## src/rtl/fifod2mac.sv

```systemverilog
// fifod2mac: moves payload bytes from fifod into the UDP TX buffer, then requests transmission.
// Ports: clk/rst; fs start level, fd done; so status (= udp_tx_addr); dev_tx_len payload count;
// fifod_rxd/fifod_empty/fifod_rxen FIFO read side; udp_txd/udp_tx_addr/udp_txen TX buffer write side;
// udp_tx_len UDP length; udp_tx_req/udp_tx_done MAC handshake.
module fifod2mac #(
  parameter int MAX_LEN = 1472,
  parameter int HDR_LEN = 8
) (
  input  logic        clk,
  input  logic        rst,
  input  logic        fs,
  output logic        fd,
  output logic [10:0] so,
  input  logic [11:0] dev_tx_len,
  input  logic [7:0]  fifod_rxd,
  input  logic        fifod_empty,
  output logic        fifod_rxen,
  output logic [7:0]  udp_txd,
  output logic [10:0] udp_tx_addr,
  output logic        udp_txen,
  output logic [15:0] udp_tx_len,
  output logic        udp_tx_req,
  input  logic        udp_tx_done
);
  typedef enum logic [2:0] {IDLE, LOAD, WORK, SEND, LAST} state_t;
  state_t      state_q;
  logic [10:0] len_q, rd_cnt_q, addr_q;
  logic        txen_q, req_q;
  logic [15:0] tx_len_q;
  logic [10:0] clamp_len;
  assign clamp_len   = dev_tx_len > 12'(MAX_LEN) ? 11'(MAX_LEN) : dev_tx_len[10:0];
  assign fifod_rxen  = state_q == WORK && rd_cnt_q < len_q && !fifod_empty;
  assign fd          = state_q == LAST;
  assign so          = addr_q;
  assign udp_tx_addr = addr_q;
  assign udp_txd     = fifod_rxd;
  assign udp_txen    = txen_q;
  assign udp_tx_len  = tx_len_q;
  assign udp_tx_req  = req_q;
  always_ff @(posedge clk) begin
    if (rst) begin
      state_q  <= IDLE;
      len_q    <= '0;
      rd_cnt_q <= '0;
      addr_q   <= '0;
      txen_q   <= 1'b0;
      req_q    <= 1'b0;
      tx_len_q <= '0;
    end else begin
      case (state_q)
        IDLE: begin
          rd_cnt_q <= '0;
          addr_q   <= '0;
          txen_q   <= 1'b0;
          req_q    <= 1'b0;
          if (fs) begin
            len_q   <= clamp_len;
            state_q <= LOAD;
          end
        end
        LOAD: begin
          tx_len_q <= 16'(len_q) + 16'(HDR_LEN);
          state_q  <= len_q == '0 ? LAST : WORK;
        end
        WORK: begin
          rd_cnt_q <= rd_cnt_q + 11'(fifod_rxen);
          txen_q   <= fifod_rxen;
          // the address stops on the last byte so it holds the final written address
          if (txen_q) begin
            if (addr_q == len_q - 11'd1) begin
              state_q <= SEND;
              req_q   <= 1'b1;
            end else begin
              addr_q <= addr_q + 11'd1;
            end
          end
        end
        SEND: begin
          if (udp_tx_done) begin
            req_q   <= 1'b0;
            state_q <= LAST;
          end
        end
        LAST:    state_q <= fs ? LAST : IDLE;
        default: state_q <= IDLE;
      endcase
    end
  end
endmodule

```

## config.mk

```make
export PLATFORM = sky130hd
export DESIGN_NAME = fifod2mac
export DESIGN_NICKNAME = d
export VERILOG_FILES = /design/src/rtl/fifod2mac.sv
export SDC_FILE = /design/constraint.sdc
export NUM_CORES = 1
export LEC_CHECK = 0
export BUFFER_PORTS_ARGS = -buffer_cell sky130_fd_sc_hd__buf_4
export CAP_MARGIN = 0
export CORE_UTILIZATION = 35
export DETAILED_ROUTE_END_ITERATION = 6
export PLACE_DENSITY = 0.62
export SYNTH_ARGS = -nofsm -noshare
export SYNTH_HDL_FRONTEND = slang
export SYNTH_SLANG_ARGS = --single-unit
```

## constraint.sdc

```tcl
create_clock -name clk -period 4.8 [get_ports clk]
set_clock_uncertainty 0.1 [all_clocks]
set_input_delay 0.24 -clock clk [delete_from_list [all_inputs] [get_ports clk]]
set_output_delay 0.24 -clock clk [all_outputs]
set_load 0.03 [all_outputs]
```

-- Yosys cells after proc, flatten, opt, wreduce, memory -nomap -nowiden
Index checks and enable logic that the tools add are counted.
W data, S select, Z words.
- register bits: 54
- bits of input ports: 25
- output and inout bits: 50
- word-level logic and storage cells: 51
- add/sub/neg operators: 4
- $lt $le $gt $ge: 2
- equality and inequality tests: 10
- multiplexer cells: 17
- reductions and logical operators: 11
- operators with widths (kind ; count):
    $pmux W11 S2 ; 2
    $mux W11 ; 3
    $mux W3 ; 6
    $pmux W3 S5 ; 1
    $add A11 B4 Y12 const B ; 1
    $gt A12 B11 Y1 const B ; 1
    $add A11 B1 Y11 ; 1
    $add A11 B1 Y11 const B ; 1
    $eq A11 B11 Y1 ; 1
    $logic_not A11 Y1 ; 1
    $lt A11 B11 Y1 ; 1
    $sub A11 B1 Y11 const B ; 1
    $ne A2 B2 Y1 const B ; 4
    $reduce_and A4 Y1 ; 2
    $eq A3 B2 Y1 const B ; 2
    $eq A3 B1 Y1 const B ; 1
    $eq A3 B3 Y1 const B ; 1
    $logic_not A3 Y1 ; 1
    $mux W1 ; 3
    $pmux W1 S3 ; 1
    $reduce_and A3 Y1 ; 1
    $reduce_bool A3 Y1 ; 1
    $logic_and A1 B1 Y1 ; 2
    $ne A2 B1 Y1 const B ; 1
    4 further kinds ; 4

-- Longest topological paths before layout
- word-level depth: 5
- mapped depth: 16
- gate-level depth less buffers: 16

-- Least setup slack after synthesis
No wires, ideal clock.
- kind: register to register
- from: register len_q[1]
- to: register rd_cnt_q[6]
- library setup time: 0.128 ns
- arrival time: 3.030 ns
- required time: 4.572 ns
- path slack: 1.543 ns
- cell stages (with the launch flop): 17
- buffers on the path: 0
- clock period less this slack: 3.257 ns
- cell sequence: dfxtp_1 -> inv_1 -> ha_1 -> a21o_1 -> a21o_1 -> a21o_1 -> a21oi_1 -> o21ai_0 -> a21oi_1 -> ha_1 -> ha_1 -> and2_1 -> nand4_1 -> nand2_1 -> nand2_1 -> a21oi_1 -> nor2_1
- cells in the longest elaborated chain, start to end: 5
- RTL lines (item ; line ; text):
    start, declared ; 27 ; logic [10:0] len_q, rd_cnt_q, addr_q;
    start signal, assigned ; 57 ; len_q <= clamp_len;
    $lt A11 B11 Y1 ; 32 ; assign fifod_rxen = state_q == WORK && rd_cnt_q < len_q && !fifod_empty;
    $logic_and A1 B1 Y1 (2 in series) ; 32 ;
    named net fifod_rxen ; 17 ; output logic fifod_rxen,
    $add A11 B1 Y11 ; 66 ; rd_cnt_q <= rd_cnt_q + 11'(fifod_rxen);
    $pmux W11 S2 ; 50 ; case (state_q)
    end signal, assigned ; 66 ;
    end, declared ; 27 ;
The timed path passes the listed nets, and every way through them passes these cells.
A chain may end at the register's enable or synchronous reset.

-- Final worst setup path
- from: register state_q[0]
- to: register rd_cnt_q[6]
- cells in the longest elaborated chain, start to end: 5
- elaborated cells between the ends (all ways): 7
- those cells by class: add/sub: 1; eq/ne: 1; mux: 1; reduce/logical: 4
- RTL lines (item ; line ; text):
    start, declared ; 26 ; state_t state_q;
    start signal, assigned ; 63 ; state_q <= len_q == '0 ? LAST : WORK;
    start signal, assigned ; 84 ; LAST: state_q <= fs ? LAST : IDLE;
    $eq A3 B2 Y1 ; 32, 50 ;
    $logic_and A1 B1 Y1 (2 in series) ; 32 ;
    $add A11 B1 Y11 ; 66 ;
    $pmux W11 S2 ; 50 ;
Several ways; a longest one is shown, not always the timed one.

==> results.md <==
- Final wirelength: 7639 µm
- Seq/Total Area, Yosys: 0.3142
- Met3 WL: approximately 290 µm
- Layout area overhead: 14.02%
- Buffer count from post-CTS setup fixing: 0
- Synth Register Bits: 50
- Async S/R FF share, synth: 0
- Max VDD drop: about 0.17 mV
- Post-Route M1 WL: 3707 µm
- Synthesized area per cell: 7.984 µm²
- CP Launch Type: flop
- Combinational Power Share: 0.260
- Commonest cells post-synth: 54 x nor2_1, 50 x dfxtp_1, 35 x nand2_1, 23 x buf_4, 21 x inv_1
- CTS tree: yes
- Flop-to-flop setup slack: around 1400 ps
- Placement row count: 34
- Internal power: 0.7619 mW
- First DRT Iteration DRCs: between 100 and 150
- Top post-synthesis cells by area: dfxtp_1 31%, ha_1 6.7%, nor2_1 6.4%, buf_4 5.4%, nand2_1 4.1%
- RSZ-0062 raised after global routing: no
- GP Congestion: 0.8301
- Worst Path Required: 4880 ps
- Worst slew pin tran: around 950 ps
- Max-Cap Viols: 0
- Hold Fails Final Rpt: 0
- Most frequent cell after synthesis: nor2_1
- Static Leakage: between 1.5 and 2 nW
- Slew Viols, Final: 0
- Clock Tree Root: clkbuf_8
- WP data arrival: 3450 ps
- Initial antenna violation count: 0
- Remaining DRCs: 0
- Pwr dens: 309.3 nW/µm²
- Worst flop-to-flop path endpoint: rd_cnt_q[6]
- I/O Pins: 75
- Post-synthesis instance area: 3186 µm²
- Worst hold path type: primary input to flop
- Top Layer Used: met4
- Vias per cell: 5.198
- Reg-to-Reg Start: state_q[0]
- Sw frac: 0.3219
- First-pass GRT wire length: about 13000 µm
- Cells after synthesis: 399
- Die ar.: 9487 µm²
- Part of the cycle the worst path needs: 0.7022
- Setup TNS: 0 ps
- Core Area: 8763 µm²
- DR WL met2: 3606 µm
- Worst-path maximum fanout: 13
- Initial Util: 0.3635
- Max clock buf depth: 2
- Reg2Reg Depth: 13
- Final min period: ~3400 ps
- Final net count: 464
- Top cell type's share of synthesized area: 0.3142
- CTS sink cnt: 50
- Final setup violation count: 0
- Clock transition at path regs: roughly 90 ps
- Vias in the first global route: 2611
- Max frequency: ~300 MHz
- Nature of the critical path endpoint: flop
- Sw power: around 0.36 mW
- Skew-Pair Late Insertion Delay: 300 ps
- DR vias: 2760
- Pre-antenna DRT Iters: 4
- GRT Overall Usage: 0.1658
- N_diodes: 0
- Crit Path Class: flop to flop
- Post-synth top area cell: dfxtp_1
- Beginning of the critical path: state_q[0]
- Max-slew headroom: 0.3618
- Yosys cell types: 55
- Clock Power Share: 0.315
- Buffers on Ports: 54
- CP Capture Point: rd_cnt_q[6]
- Post-cts resize count: 0
- Post-route non-filler standard cell count: 531
- Largest net degree at the start of global routing: 38
- EDFF count, synth: 0
- Placed Cells: ~520
- CTS H-tree lvls: 2
- Final ANT Viol Nets: 0
- Final Core Density: 0.4145
- Dpl hpwl: 5809 µm
- Layout cells sized above 1: 0.1868
- Fillers: 905
- Synth Warn #: 0
- Cts hold-fix bufs: 0
- Drt wl/cell: approximately 14 µm
- Synth Flop Type: dfxtp_1
- Die X: 97.40 µm
- GRT overflow: 0
- Flop pwr share: 0.425
- Die Ht: 97.40 µm
- Status: completed
- CTS Buf Count: 5
routing by layer:
| layer | track usage | vias up |
|---|---|---|
| li1 | - | 1422 |
| met1 | 0.2208 | 1278 |
| met2 | 0.2776 | 54 |
| met3 | 0.03165 | 6 |
| met4 | 0.03620 | 0 |
| met5 | 0 | - |
how the worst min path moves through the flow:
stage / from / to / slack, ps / cells past startpoint
6_report: dev_tx_len[0] / len_q[0] / 80 / 3
5_1_grt: dev_tx_len[5] / len_q[5] / 80 / 3
4_1_cts: dev_tx_len[4] / len_q[4] / 70 / 3
3_5_place_dp: udp_tx_len[11] / udp_tx_len[11] / 370 / 2
3_3_place_gp: rd_cnt_q[0] / rd_cnt_q[0] / 380 / 2
2_1_floorplan: dev_tx_len[0] / len_q[0] / 290 / 2
cell families (layout without fill, tap and decap cells):
group | after synthesis | after routing | synth area share
AOI/OAI and AO/OA | 82 | 82 | 0.1917
DFF | 50 | 50 | 0.3142
adders and majority gates | 17 | 17 | 0.06677
and+or+nand+nor | 157 | 157 | 0.2416
xor gates and xnor gates | 23 | 23 | 0.06324
buffers and inverters | 64 | 85 | 0.1057
other | 1 | 4 | 0.001177
muxes | 5 | 5 | 0.01571
flip-flops by register name (all words and copies together), names as in the netlist:
signal and cells:
udp_txen 1, state_q 3, udp_tx_req 1, len_q 11
so 11, udp_tx_len 12, rd_cnt_q 11
final cells by class:
| type | count | area (µm²) | share of cell area |
|---|---|---|---|
| clock buffer | 5 | 68.82 | 0.01895 |
| inverter | 21 | 78.83 | 0.02170 |
| clock inverter | 3 | 68.82 | 0.01895 |
| timing repair buffer | 56 | 420.4 | 0.1157 |
| sequential | 50 | 1001 | 0.2756 |
| tap | 108 | 135.1 | 0.03720 |
| multi-input combinational | 288 | 1859 | 0.5119 |
stage by stage:
stage,hold WS (ps),setup WS (ps),area (µm²),power [mW]
after global routing,81.90,964.9,3632,1.191
final,80.55,1429,3632,1.123
after CTS,69.78,1489,3632,1.133
after global placement,380.2,1686,3495,0.7724
after detailed placement,370.9,1515,3495,0.7790
after floorplan,288.3,1543,3197,0.7109
power groups by stage:
stage / clock, mW / combinational [mW] / sequential (mW)
3_5_place_dp: 0 / 0.291 / 0.487
2_1_floorplan: 0 / 0.225 / 0.486
6_report: 0.353 / 0.292 / 0.478
3_3_place_gp: 0 / 0.287 / 0.486
4_1_cts: 0.363 / 0.292 / 0.478
5_1_grt: 0.381 / 0.327 / 0.484
cells in the final DEF (no fill, tap or decap), drive strengths merged, types with 2 or more instances in the layout:
master / count
o31ai: 2
buf: 56
a211oi: 10
bufinv: 2
a221oi: 5
or2: 4
nor3b: 3
a41o: 4
mux2i: 5
a2111oi: 3
nand2b: 3
and3: 6
nor4b: 2
nand3: 15
conb: 4
a22oi: 6
ha: 17
a21oi: 17
a21o: 5
xor2: 10
nand4: 7
o21ai: 12
nand2: 35
nor4: 5
dfxtp: 50
and2: 6
clkbuf: 5
nor3: 10
inv: 21
xnor2: 13
nor2: 54
or4: 2
a31oi: 9
worst max-delay path: stages, from the launching register on:
cell and delay (ps):
dfxtp_1 380, nor2_1 660, nand2_1 360, nor3_1 250
o21ai_0 190, a21oi_1 220, ha_1 210, ha_1 180
and2_1 200, nand4_1 130, nand2_1 90, nand2_1 60
a21oi_1 170, nor2_1 50
No activity file was read; power rests on OpenSTA's default activity.
